File: config.mk
export PLATFORM = sky130hd
export DESIGN_NAME = planificador_bcd_flat
export DESIGN_NICKNAME = d
export VERILOG_FILES = /design/src/rtl/planificador_bcd_if.sv /design/src/rtl/planificador_bcd.sv /design/src/flat_wrapper.sv
export SDC_FILE = /design/constraint.sdc
export NUM_CORES = 1
export LEC_CHECK = 0
export ABC_AREA = 1
export CAP_MARGIN = 40
export CORE_UTILIZATION = 60
export DETAILED_ROUTE_END_ITERATION = 16
export DONT_BUFFER_PORTS = 1
export PLACE_DENSITY = 0.76
export SLEW_MARGIN = 0
export SYNTH_ARGS = -nofsm -noshare
export SYNTH_HDL_FRONTEND = slang
export SYNTH_SLANG_ARGS = --single-unit
File: constraint.sdc
create_clock -name clk -period 2.4 [get_ports clk]
set_input_delay 0.36 -clock clk [delete_from_list [all_inputs] [get_ports clk]]
set_output_delay 0.36 -clock clk [all_outputs]
set_load 0.03 [all_outputs]
File: src/rtl/planificador_bcd_if.sv
// planificador_bcd_if: write path and display bus of the BCD peripheral.
// master drives writes; slave is the converter/scan block.
interface planificador_bcd_if;
  logic        we_i;
  logic [7:0]  dato_i;
  logic        ocupado_o;
  logic        listo_o;
  logic [11:0] decimal_o;
  logic [2:0]  anodos_o;
  logic [6:0]  segmentos_o;

  modport master (
    output we_i, dato_i,
    input  ocupado_o, listo_o, decimal_o,
    input  anodos_o, segmentos_o
  );

  modport slave (
    input  we_i, dato_i,
    output ocupado_o, listo_o, decimal_o,
    output anodos_o, segmentos_o
  );
endinterface

File: src/rtl/planificador_bcd.sv
// planificador_bcd: byte to BCD (shift-add-3) plus 3-digit 7-seg scan.
// Optional leading-zero blanking: PLANIFICADOR_BCD_BLANK_CEROS_EN.
module planificador_bcd #(
  parameter int REFRESH_DIV = 50000
) (
  input logic clk,
  input logic rst,
  planificador_bcd_if.slave bus
);
  localparam logic [1:0] S_IDLE = 2'd0;
  localparam logic [1:0] S_CONV = 2'd1;
  localparam logic [1:0] S_DONE = 2'd2;
  localparam int RW =
    (REFRESH_DIV > 2) ? $clog2(REFRESH_DIV) : 1;
  localparam logic [RW-1:0] R_MAX = RW'(REFRESH_DIV - 1);

  logic [1:0]    st_q, st_d;
  logic [19:0]   sr_q, sr_adj;
  logic [2:0]    it_q;
  logic          pv_q;
  logic [7:0]    pd_q;
  logic          load;
  logic [7:0]    ld_val;
  logic [11:0]   dec_q;
  logic          listo_q, ocup_q;
  logic [RW-1:0] rc_q;
  logic [1:0]    idx_q, idx_n;
  logic [2:0]    an_q, an_n;
  logic [6:0]    sg_q, sg_n;
  logic [3:0]    nib;

  // Next state and load source; a write in DONE beats the pending byte.
  always_comb begin
    st_d   = st_q;
    load   = 1'b0;
    ld_val = bus.dato_i;
    unique case (st_q)
      S_IDLE: begin
        if (bus.we_i) begin
          load = 1'b1;
          st_d = S_CONV;
        end
      end
      S_CONV: begin
        if (it_q == 3'd7) st_d = S_DONE;
      end
      S_DONE: begin
        if (bus.we_i) begin
          load = 1'b1;
          st_d = S_CONV;
        end else if (pv_q) begin
          load   = 1'b1;
          ld_val = pd_q;
          st_d   = S_CONV;
        end else begin
          st_d = S_IDLE;
        end
      end
      default: st_d = S_IDLE;
    endcase
  end

  // Add 3 to every BCD nibble that is 5 or more before the shift.
  always_comb begin
    sr_adj = sr_q;
    for (int i = 0; i < 3; i++) begin
      if (sr_q[8+4*i +: 4] >= 4'd5)
        sr_adj[8+4*i +: 4] = sr_q[8+4*i +: 4] + 4'd3;
    end
  end

  // Conversion FSM, shift register, pending slot and result.
  always_ff @(posedge clk) begin
    if (rst) begin
      st_q    <= S_IDLE;
      sr_q    <= '0;
      it_q    <= '0;
      pv_q    <= 1'b0;
      pd_q    <= '0;
      dec_q   <= '0;
      listo_q <= 1'b0;
      ocup_q  <= 1'b0;
    end else begin
      st_q    <= st_d;
      ocup_q  <= (st_d != S_IDLE);
      listo_q <= (st_q == S_DONE);
      if (st_q == S_DONE) dec_q <= sr_q[19:8];
      if (load) begin
        sr_q <= {12'b0, ld_val};
        it_q <= '0;
      end else if (st_q == S_CONV) begin
        sr_q <= {sr_adj[18:0], 1'b0};
        it_q <= it_q + 3'd1;
      end
      if (load) begin
        pv_q <= 1'b0;
      end else if (bus.we_i && st_q != S_IDLE) begin
        pv_q <= 1'b1;
        pd_q <= bus.dato_i;
      end
    end
  end

  // Digit, anode and segment pattern for the next scan slot.
  always_comb begin
    idx_n = (idx_q == 2'd2) ? 2'd0 : idx_q + 2'd1;
    nib   = dec_q[3:0];
    an_n  = 3'b110;
    unique case (1'b1)
      idx_n == 2'd1: begin
        nib  = dec_q[7:4];
        an_n = 3'b101;
      end
      idx_n == 2'd2: begin
        nib  = dec_q[11:8];
        an_n = 3'b011;
      end
      default: ;
    endcase
`ifdef PLANIFICADOR_BCD_BLANK_CEROS_EN
    if (idx_n == 2'd2 && dec_q[11:8] == 4'd0)
      an_n = 3'b111;
    if (idx_n == 2'd1 && dec_q[11:4] == 8'd0)
      an_n = 3'b111;
`endif
    case (nib)
      4'd0:    sg_n = 7'b1000000;
      4'd1:    sg_n = 7'b1111001;
      4'd2:    sg_n = 7'b0100100;
      4'd3:    sg_n = 7'b0110000;
      4'd4:    sg_n = 7'b0011001;
      4'd5:    sg_n = 7'b0010010;
      4'd6:    sg_n = 7'b0000010;
      4'd7:    sg_n = 7'b1111000;
      4'd8:    sg_n = 7'b0000000;
      4'd9:    sg_n = 7'b0010000;
      default: sg_n = 7'b1111111;
    endcase
  end

  // Free-running refresh counter; display registers change on wrap.
  always_ff @(posedge clk) begin
    if (rst) begin
      rc_q  <= '0;
      idx_q <= '0;
      an_q  <= 3'b110;
      sg_q  <= 7'b1000000;
    end else if (rc_q == R_MAX) begin
      rc_q  <= '0;
      idx_q <= idx_n;
      an_q  <= an_n;
      sg_q  <= sg_n;
    end else begin
      rc_q <= rc_q + RW'(1);
    end
  end

  assign bus.ocupado_o   = ocup_q;
  assign bus.listo_o     = listo_q;
  assign bus.decimal_o   = dec_q;
  assign bus.anodos_o    = an_q;
  assign bus.segmentos_o = sg_q;
endmodule
File: src/flat_wrapper.sv
// flat-port wrapper written by rule: the top's interface ports become plain ports
module planificador_bcd_flat 
#(
  parameter int REFRESH_DIV = 50000
)
  (clk, rst, bus_we_i, bus_dato_i, bus_ocupado_o, bus_listo_o, bus_decimal_o, bus_anodos_o, bus_segmentos_o);
  planificador_bcd_if bus_i ();
  input logic clk;
  input logic rst;
  input wire logic [$bits(bus_i.we_i)-1:0] bus_we_i;
  input wire logic [$bits(bus_i.dato_i)-1:0] bus_dato_i;
  output wire logic [$bits(bus_i.ocupado_o)-1:0] bus_ocupado_o;
  output wire logic [$bits(bus_i.listo_o)-1:0] bus_listo_o;
  output wire logic [$bits(bus_i.decimal_o)-1:0] bus_decimal_o;
  output wire logic [$bits(bus_i.anodos_o)-1:0] bus_anodos_o;
  output wire logic [$bits(bus_i.segmentos_o)-1:0] bus_segmentos_o;
  assign bus_i.we_i = bus_we_i;
  assign bus_i.dato_i = bus_dato_i;
  assign bus_ocupado_o = bus_i.ocupado_o;
  assign bus_listo_o = bus_i.listo_o;
  assign bus_decimal_o = bus_i.decimal_o;
  assign bus_anodos_o = bus_i.anodos_o;
  assign bus_segmentos_o = bus_i.segmentos_o;
  planificador_bcd #(.REFRESH_DIV(REFRESH_DIV)) u_core (.clk(clk), .rst(rst), .bus(bus_i));
endmodule
==> Word-level counts from Yosys, hierarchy flattened <==
Memory sizes are Yosys's and may differ from the RTL's. A register that Yosys moved wholly into a read port is not among the register bits.
Index checks and enable logic that the tools add are counted.
W data, S select, Z words.
{ "op_classes": {"n_addsub": 6, "n_lt_le_gt_ge": 3, "eq_ne": 7, "muxes": 20, "bitwise_logic": 1, "reduce_logical": 8} }
{ "op_table": {"columns": ["cell", "n"], "rows": [
  ["$mux W8", 5],
  ["$add A16 B1 Y16 const B", 1],
  ["$eq A16 B16 Y1 const B", 1],
  ["$ge A4 B3 Y1 const B", 3],
  ["$add A4 B2 Y4 const B", 2],
  ["$mux W2", 4],
  ["$mux W4", 2],
  ["$pmux W4 S2", 1],
  ["$eq A2 B2 Y1 const B", 3],
  ["$pmux W2 S3", 1],
  ["$pmux W3 S2", 1],
  ["$reduce_bool A2 Y1", 3],
  ["$eq A2 B1 Y1 const B", 2],
  ["$mux W1", 4],
  ["$reduce_or A2 Y1", 2],
  ["$add A3 B1 Y3 const B", 1],
  ["$add A3 B2 Y3 const B", 1],
  ["$eq A3 B3 Y1 const B", 1],
  ["$mux W3", 1],
  ["$add A2 B1 Y2 const B", 1],
  ["$logic_not A2 Y1", 1],
  ["$pmux W1 S2", 1],
  ["$reduce_and A2 Y1", 1],
  ["$logic_and A1 B1 Y1", 1],
  ["$not A1 Y1", 1]
]} }
{ "totals": {"regBits": 69, "romBits": 112, "input_bits": 11, "out_inout_bits": 24, "elab_cells": 58, "mem_count": 1} }
{ "mem_list": {"columns": ["name", "words", "word_bits", "rd", "rd_clocked_by_memory_dff", "wr", "line_no", "source"], "rows": [
  ["(name not given)", 16, 7, 1, 1, 0, "planificador_bcd.sv:126", "case (nib)"]
]} }

==> Logic depth before layout (Yosys ltp) <==
Gate-level depths: netlist of run 1.
{ "logic_depth": {"word_depth": 5, "depth_mapped": 10, "ltp_nobuf": 10} }

==> Worst setup path after synthesis of run 1 <==
Ideal clock, no wire load.
{ "synth_path": {"kind": "register -> register", "from": "register u_core.dec_q[8] (netlist: u_core.bus.decimal_o[8])", "to": "register u_core.sg_q[3] (netlist: u_core.bus.segmentos_o[3])", "setup_time_ns": 0.119, "arrival_ns": 1.306, "t_required_ns": 2.281, "slack_ns": 0.975, "path_stages_with_launch": 9, "path_buffers": 0, "synth_period_minus_slack_ns": 1.425, "path_cell_list": "dfxtp_1 nand3_1 nand3_2 inv_1 ha_1 nand2_1 nand2_1 nand2_1 a21oi_1"} }
{ "synth_via": {"elab_chain_cells": 1} }
{ "synth_rtl": {"columns": ["element", "line_no", "source"], "rows": [
  ["from (decl)", "planificador_bcd.sv:24", "logic [11:0] dec_q;"],
  ["from (signal assigned)", "planificador_bcd.sv:87", "if (st_q == S_DONE) dec_q <= sr_q[19:8];"],
  ["$pmux W4 S2", "planificador_bcd.sv:109", "unique case (1'b1)"],
  ["to (decl)", "planificador_bcd.sv:29", "logic [6:0] sg_q, sg_n;"]
]} }
No other way between the ends.
A chain may end at the register's enable or synchronous reset.

==> Worst setup path after layout of run 1 <==
{ "layout_path": {"from": "register u_core.st_q[0]", "to": "register u_core.pd_q[6]"} }
{ "layout_via": {"elab_chain_cells": 4, "word_cells_on_any_way": 7, "cone_classes": "1 x eq/ne; 1 x mux; 1 x bitwise; 4 x reduce/logical"} }
{ "layout_rtl": {"columns": ["element", "line_no", "source"], "rows": [
  ["from (decl)", "planificador_bcd.sv:17", "logic [1:0] st_q, st_d;"],
  ["from (signal assigned)", "planificador_bcd.sv:84", "st_q <= st_d;"],
  ["$eq A2 B2 Y1 / $logic_not A2 Y1 (equally long branches)", "planificador_bcd.sv:37", "unique case (st_q)"],
  ["$pmux W1 S2", "planificador_bcd.sv:37", null],
  ["$not A1 Y1 (no line)", null, null],
  ["$reduce_and A2 Y1 (no line) (*)", null, null],
  ["to (signal assigned)", "planificador_bcd.sv:99", "pd_q <= bus.dato_i;"],
  ["to (decl)", "planificador_bcd.sv:21", "logic [7:0] pd_q;"]
]} }
Every way passes the cells marked *; elsewhere a longest branch is shown, timed or not.

==> reports/summary.txt, run 1 <==
Wire length reported by the detailed router -> 7.22 mm
I/O pin total -> 35
Top FF cell, synth -> sky130_fd_sc_hd__dfxtp_1
Dominant cell type by area after synthesis -> sky130_fd_sc_hd__dfxtp_1
Post-layout instance area -> 3800 um2
CTS max path bufs -> 2
Total Nets Final -> 507
Placement row count -> 27
Crit path max-delay cell type -> sky130_fd_sc_hd__nor2_1
Fraction of post-synthesis cell area in the top cell type by area -> 42.1%
Total overflow reported by the global router -> 0
Synth-to-Final Area Change -> 5.12%
Cell type group with the largest total delay on the critical path -> simple AND/OR/NAND/NOR gates
Maximum number of pins on one net before global-route repair -> 29
Top cell types by occurrence after synthesis -> sky130_fd_sc_hd__nand2_1 (95), sky130_fd_sc_hd__dfxtp_1 (76), sky130_fd_sc_hd__inv_1 (58), sky130_fd_sc_hd__a21oi_1 (48), sky130_fd_sc_hd__nor2_1 (47)
Sequential Power Share -> 57.7%
Initial Utilization -> 64.1%
# port buffers -> 0
Resized Gates After CTS -> 0
Total CTS buffers -> 9
Setup crit end kind -> flip-flop
Number of hold-slack violations in the final timing report -> 0
Worst clock skew -> 0.00909 ns
Static leakage -> 1.62 nW
Total inserted antenna cells -> 0
Routed wire per std cell -> 12.9 um
Unique masters post-synth -> 37
Hold/Removal Path Class -> input port to flip-flop
CP Max Fanout -> 12
Synth top area cells -> sky130_fd_sc_hd__dfxtp_1 (42%), sky130_fd_sc_hd__nand2_1 (9.9%), sky130_fd_sc_hd__a21oi_1 (6.6%), sky130_fd_sc_hd__inv_1 (6.0%), sky130_fd_sc_hd__o21ai_0 (5.0%)
Switch Pwr -> 0.553 mW
GPL Wtd Cong -> 0.819
Final clock period utilization by the worst path -> 77.3%
Ratio of total power to cell area -> 600 nW/um2
Aggregate negative setup slack -> 0 ns
Die area -> 6340 um2
Total setup buffers inserted after CTS -> 0
Die Ht -> 79.6 um
Final ANT Viol Nets -> 0
Detailed router's first-iteration violation count -> 124
Drt via density -> 5.44
Cell mode on critical path -> sky130_fd_sc_hd__nor2_1
Cell Chain, Critical Path -> inv_2 -> nand2_1 -> nand2_1 -> nor2_1 -> inv_1 -> nor2_1 -> nor2_1
Cell count after synthesis -> 485
Number of endpoints failing setup at the final stage -> 0
Number of flops mapped to enable cells by yosys -> 0
Internal Power -> 1.73 mW
FF+latch count, synth -> 76
Max Cap Violations -> 0
Most used standard cell by instance count after synthesis -> sky130_fd_sc_hd__nand2_1
Detailed-router iteration count before antenna repair -> 4
Max Fclk -> 539 MHz
Data arrival time of the critical path -> 2.10 ns
Area of the mapped netlist -> 3620 um2
FILL cells -> 515
Global-route wire length before repair -> 12.4 mm
Clock input transition at the sequential cells of the worst setup and hold paths -> 0.07 ns
RSZ-0062 raised after global routing -> no
Drc violations -> 0
Level count of the clock H-tree -> 3
Share of synthesized registers carrying an async set or reset -> 0%
Type of the setup path with the least slack -> flip-flop to flip-flop
Synthesized Nets -> 508
Power share of the combinational group -> 5.9%
Area of all sequential standard cells -> 1520 um2
Yosys warning total -> 0
Global routing usage summed across all routing layers -> 25.3%
Outcome -> finished clean
Horiz. Die Dim -> 79.6 um
Net switching share of the total power -> 24.2%
Placeable core region -> 5640 um2
Post-CTS Hold Buffers -> 0
Slew of the pin with the lowest slew margin -> 0.570 ns
Relative slew margins -> 61.8%
Fraction of final layout cells with drive strength greater than 1 -> 9.24%
Min cycle time layout -> 1.85 ns
Total number of clock tree sinks -> 76
Peak supply drop -> 0.372 mV
Worst endpoint required time -> 2.64 ns
Final HPWL from detailed placement -> 5.11 mm
Final-report max-slew violation count -> 0
Clock root cell -> sky130_fd_sc_hd__clkbuf_8
Clock tree from TritonCTS -> yes
Multi-input gate area in the final layout -> 1760 um2
Number of global-route vias before repair -> 2,876
Worst stage delay on the critical path -> 0.55 ns
Crit path launch type -> flip-flop
Cell area after placement -> 3640 um2
Number of buffer and inverter instances along the worst setup path -> 2
Share of power burned in the clock network -> 36.4%
Antenna violations before repair -> 0
Sequential area share after synthesis -> 42.1%
Via count -> 3,042
Syn avg cell area -> 7.46 um2
Latest clock arrival within the worst-skew pair -> 0.35 ns
worst reg2reg max path: stages (launching register included):
cell                      delay [ns]
sky130_fd_sc_hd__dfxtp_1        0.38
sky130_fd_sc_hd__inv_2          0.07
sky130_fd_sc_hd__nand2_1        0.07
sky130_fd_sc_hd__nand2_1        0.26
sky130_fd_sc_hd__nor2_1         0.55
sky130_fd_sc_hd__inv_1          0.23
sky130_fd_sc_hd__nor2_1         0.14
sky130_fd_sc_hd__nor2_1         0.06
final timing paths:
path | start | to | slack, ns | cells after the start
worst max-delay path | u_core.st_q[0] | u_core.pd_q[6] | 0.55 | 7
worst min register to register | u_core.sr_q[0] | u_core.sr_q[0] | 0.46 | 2
worst min-delay path | rst | u_core.sr_q[1] | 0.07 | 1
worst max register to register | u_core.st_q[0] | u_core.pd_q[6] | 0.55 | 7
metal layers:
| layer | up-vias | share of wire [%] | global-route usage, % |
|---|---|---|---|
| met1 | 1393 | 46 | 30.6 |
| met5 | - | 0 | 0 |
| met3 | 21 | 4.0 | 6.17 |
| li1 | 1570 | - | - |
| met2 | 58 | 47 | 41.7 |
| met4 | 0 | 2.7 | 12.5 |
state kept, by name, indices dropped and copies added, names as in the netlist:
name                    flops
u_core.pv_q                 1
u_core.pd_q                 8
u_core.bus.ocupado_o        1
u_core.bus.decimal_o       12
u_core.rc_q                16
u_core.bus.segmentos_o      7
u_core.bus.anodos_o         3
u_core.idx_q                2
u_core.it_q                 3
u_core.bus.listo_o          1
u_core.sr_q                20
u_core.st_q                 2
cells by family after synthesis:
group           Yosys count  share of synthesized area (%)
simple gates            200                           26.4
flops                    76                           42.1
buf+inv                  82                           9.20
fa+ha+maj                12                           4.15
compound gates          107                           16.2
xor+xnor                  8                           1.94
cell usage in the layout, fill, tap and decap left out, types with 2 or more instances in the layout:
cell	n
sky130_fd_sc_hd__clkbuf_8	10
sky130_fd_sc_hd__inv_1	58
sky130_fd_sc_hd__xor2_1	6
sky130_fd_sc_hd__nor2_1	47
sky130_fd_sc_hd__nand2_2	2
sky130_fd_sc_hd__nor2_2	4
sky130_fd_sc_hd__nand2_4	3
sky130_fd_sc_hd__clkbuf_1	2
sky130_fd_sc_hd__buf_4	2
sky130_fd_sc_hd__o22ai_1	6
sky130_fd_sc_hd__nand3_2	3
sky130_fd_sc_hd__dfxtp_1	76
sky130_fd_sc_hd__inv_2	10
sky130_fd_sc_hd__a21oi_1	48
sky130_fd_sc_hd__nor3b_1	2
sky130_fd_sc_hd__o21ai_0	36
sky130_fd_sc_hd__o21a_1	2
sky130_fd_sc_hd__xnor2_1	2
sky130_fd_sc_hd__o21ai_1	3
sky130_fd_sc_hd__nand3_4	2
sky130_fd_sc_hd__nor2_4	3
sky130_fd_sc_hd__nand4_1	4
sky130_fd_sc_hd__ha_1	12
sky130_fd_sc_hd__nand3_1	23
sky130_fd_sc_hd__o211ai_1	9
sky130_fd_sc_hd__nand2_1	95
sky130_fd_sc_hd__nor3_1	6
sky130_fd_sc_hd__or2_0	2
stage by stage:
step,cells,power (mW),util [%],hold WS [ns],worst slack [ns]
2_1_floorplan,485,1.46,-,0.418,0.975
3_3_place_gp,545,1.47,64.6,0.431,0.656
3_5_place_dp,545,1.48,64.6,0.433,0.555
4_1_cts,559,2.29,67.4,0.0622,0.544
5_1_grt,559,2.37,67.4,0.0608,0.292
6_report,559,2.28,67.4,0.0665,0.545
power by group through the flow:
stage	Clock (mW)	Sequential, mW	Combinational (mW)
final	0.829	1.32	0.135
after global placement	0	1.34	0.130
after global routing	0.894	1.32	0.155
after detailed placement	0	1.34	0.135
after CTS	0.841	1.32	0.135
after floorplan	0	1.34	0.119
final cells by class:
type                       count  area share (%)
clock buffer                  12            3.82
clock inverter                 2           0.329
inverter                      68            6.71
multi-input combinational    327            46.3
sequential                    76            40.0
tap                           72            2.37
timing repair buffer           2           0.395
Power figures use the tool's default switching activity.
==> inputs of run 2 (changes only) <==
--- a/config.mk
+++ b/config.mk
@@ -7,10 +7,10 @@
 export LEC_CHECK = 0
 export ABC_AREA = 1
 export CAP_MARGIN = 40
-export CORE_UTILIZATION = 60
+export CORE_UTILIZATION = 57
 export DETAILED_ROUTE_END_ITERATION = 16
 export DONT_BUFFER_PORTS = 1
-export PLACE_DENSITY = 0.76
+export PLACE_DENSITY = 0.75
 export SLEW_MARGIN = 0
 export SYNTH_ARGS = -nofsm -noshare
 export SYNTH_HDL_FRONTEND = slang
==> constraint.sdc (replaced) <==
create_clock -name clk -period 1.6 [get_ports clk]
set_input_delay 0.24 -clock clk [delete_from_list [all_inputs] [get_ports clk]]
set_output_delay 0.24 -clock clk [all_outputs]
set_load 0.03 [all_outputs]
==> run 2 against run 1 <==
- routed wire length rose by 4.5%
- power rose by 62%
- sequential power rose by 50%
- global-route usage fell by 1.5 points
- core utilization rose by 0.19 points
- register-to-register slack got worse by 0.47 ns
- worst setup slack got worse by 0.47 ns
- sequential share of layout area fell by 2.6 points
- sequential cell count did not move
- final cell count rose by 4.5%
- count of clock-buffer cells in the layout did not move
- largest cell class unchanged
==> reports/summary.txt, run 2 (synthesized netlist as in run 1, its figures left out) <==
Net switching share of the total power -> 23.5% (-0.72 points)
Routed wl met2 -> 3.72 mm (+9.4%)
Endpoint of the most critical register-to-register path -> u_core.bus.segmentos_o[2]
Worst clock skew -> 0.00728 ns (-0.00181 ns)
Clock root cell -> sky130_fd_sc_hd__clkbuf_8
Max reg flops -> 20 (unchanged)
Share of power burned in the clock network -> 40.2% (+3.8 points)
Setup crit end kind -> flip-flop
Finished Layout Cells -> 584 (+4.5%)
Slew of the pin with the lowest slew margin -> 0.382 ns (-0.189 ns)
Placed Cells -> 567 (+4.0%)
Final ANT Viol Nets -> 0 (unchanged)
Relative slew margins -> 74.4% (+13 points)
Most common cell after layout, fill and taps aside -> sky130_fd_sc_hd__nand2_1
GPL Wtd Cong -> 0.845 (+3.2%)
R2R cell count -> 8 (+1)
Die area -> 6670 um2 (+5.1%)
Crit path launch type -> flip-flop
Peak supply drop -> 0.744 mV (+100%)
Startpoint of the most critical hold path -> bus_dato_i[2]
Routed wire per std cell -> 12.9 um (about the same)
Final HPWL from detailed placement -> 5.28 mm (+3.2%)
Launching instance or port of the critical path -> u_core.rc_q[0]
Length of routed wiring on met1 -> 3.39 mm (+1.4%)
Worst hold path cell count -> 2 (+1)
Total setup buffers inserted after CTS -> 0 (unchanged)
Sequential Power Share -> 53.4% (-4.3 points)
# port buffers -> 0 (unchanged)
Core utilization of the finished layout -> 67.6% (+0.19 points)
Worst endpoint required time -> 1.85 ns (-0.79 ns)
Fraction of final layout cells with drive strength greater than 1 -> 14.7% (+5.5 points)
FILL cells -> 515 (unchanged)
Final clock period utilization by the worst path -> 95.3% (+18 points)
Die Ht -> 81.6 um (+2.5%)
Clock input transition at the sequential cells of the worst setup and hold paths -> 0.08 ns (about the same)
CTS max path bufs -> 2 (unchanged)
Placeable core region -> 6030 um2 (+6.8%)
Horiz. Die Dim -> 81.6 um (+2.5%)
Drc violations -> 0 (unchanged)
Initial Utilization -> 60.0% (-4.1 points)
Number of global-route vias before repair -> 2,794 (-2.9%)
Antenna violations before repair -> 0 (unchanged)
Total CTS buffers -> 9 (unchanged)
Global routing usage summed across all routing layers -> 23.9% (-1.5 points)
Total Power -> 3.70 mW (+62%)
Ratio of total power to cell area -> 909 nW/um2 (+51%)
Met3 wirelength from detailed routing -> 317 um (+11%)
Placement row count -> 28 (+3.7%)
Wire length reported by the detailed router -> 7.55 mm (+4.5%)
Via count -> 3,114 (+2.4%)
Min cycle time layout -> 1.52 ns (-0.330 ns)
Power share of the combinational group -> 6.4% (+0.5 points)
Total inserted antenna cells -> 0 (unchanged)
Drt via density -> 5.33 (-2.0%)
I/O pin total -> 35 (unchanged)
Switch Pwr -> 0.870 mW (+57%)
Internal Power -> 2.83 mW (+64%)
Max Cap Violations -> 0 (unchanged)
Total Nets Final -> 527 (+3.9%)
Largest register by flop count -> u_core.sr_q
Number of hold-slack violations in the final timing report -> 0 (unchanged)
Latest clock arrival within the worst-skew pair -> 0.34 ns (about the same)
Max Fclk -> 656 MHz (+22%)
Total overflow reported by the global router -> 0 (unchanged)
Static leakage -> 1.76 nW (+8.3%)
Level count of the clock H-tree -> 3 (unchanged)
Crit path to -> u_core.bus.segmentos_o[2]
Detailed-router iteration count before antenna repair -> 5 (+1)
Number of endpoints failing setup at the final stage -> 0 (unchanged)
Type of the setup path with the least slack -> flip-flop to flip-flop
CP Max Fanout -> 8 (-4)
Clock tree from TritonCTS -> yes
Maximum number of pins on one net before global-route repair -> 29 (unchanged)
Global-route wire length before repair -> 12.1 mm (-2.3%)
Detailed router's first-iteration violation count -> 116 (-6.5%)
Max Used Layer -> met4
Aggregate negative setup slack -> 0 ns (unchanged)
Hold/Removal Path Class -> input port to flip-flop
Most frequent cells in the layout -> sky130_fd_sc_hd__nand2_1 (94), sky130_fd_sc_hd__dfxtp_1 (75), sky130_fd_sc_hd__inv_1 (56), sky130_fd_sc_hd__a21oi_1 (48), sky130_fd_sc_hd__nor2_1 (46)
Data arrival time of the critical path -> 1.77 ns (-0.33 ns)
Worst flop-to-flop path startpoint -> u_core.rc_q[0]
Final-report max-slew violation count -> 0 (unchanged)
Total number of clock tree sinks -> 76 (unchanged)
Outcome -> finished clean
Synth-to-Final Area Change -> 12.6%
Hold WS -> 0.0292 ns (-0.0373 ns)
Flop2flop setup slack -> 0.08 ns (-0.47 ns)
## run 2: power groups by stage
| stage | combinational [mW] | clock (mW) | sequential (mW) |
|---|---|---|---|
| 2_1_floorplan | 0.179 | 0 | 2.01 |
| 3_3_place_gp | 0.218 | 0 | 2.01 |
| 3_5_place_dp | 0.224 | 0 | 2.02 |
| 4_1_cts | 0.228 | 1.53 | 1.97 |
| 5_1_grt | 0.271 | 1.59 | 1.98 |
| 6_report | 0.236 | 1.49 | 1.98 |
## run 2: through the flow
step                      area (um2)  setup WS [ns]
after CTS                       4030         0.0234
after floorplan                 3620          0.175
after global routing            4070        -0.0344
after global placement          3810          0.106
after detailed placement        3810         0.0474
final                           4070         0.0751
## run 2: worst min-delay path by stage
stage / slack (ns) / endpoint
final: 0.03 / u_core.pd_q[2]
after global routing: 0.02 / u_core.pd_q[2]
after CTS: 0.01 / u_core.pd_q[2]
after detailed placement: 0.31 / u_core.sr_q[0]
after global placement: 0.31 / u_core.sr_q[1]
after floorplan: 0.31 / u_core.sr_q[0]
## run 2: worst max-delay path, stage by stage (launching register included)
cell	delay, ns
sky130_fd_sc_hd__dfxtp_1	0.37
sky130_fd_sc_hd__ha_2	0.22
sky130_fd_sc_hd__nand3_2	0.13
sky130_fd_sc_hd__nor2_4	0.14
sky130_fd_sc_hd__nand3_4	0.18
sky130_fd_sc_hd__a21oi_4	0.21
sky130_fd_sc_hd__nand2_1	0.08
sky130_fd_sc_hd__nand2_1	0.06
sky130_fd_sc_hd__inv_1	0.03
## run 2: layout make-up
type / count / area [um2] / share of cell area (%)
clock buffer: 12 / 155 / 3.81
clock inverter: 4 / 47.5 / 1.17
inverter: 68 / 255 / 6.27
multi-input combinational: 327 / 1800 / 44.2
sequential: 76 / 1520 / 37.4
tap: 75 / 93.8 / 2.30
timing repair buffer: 22 / 196 / 4.82
## run 2: routing by layer
layer	vias to the layer above	track usage, %
met5	-	0
met4	0	12.1
li1	1617	-
met1	1418	29.8
met2	69	39.2
met3	10	4.56
## run 2: timing repair
item                                    CTS  global route
resized for setup                         0            12
hold buffers                              1             0
endpoints found under the setup margin    0            44
hold endpoints to repair                  3             0
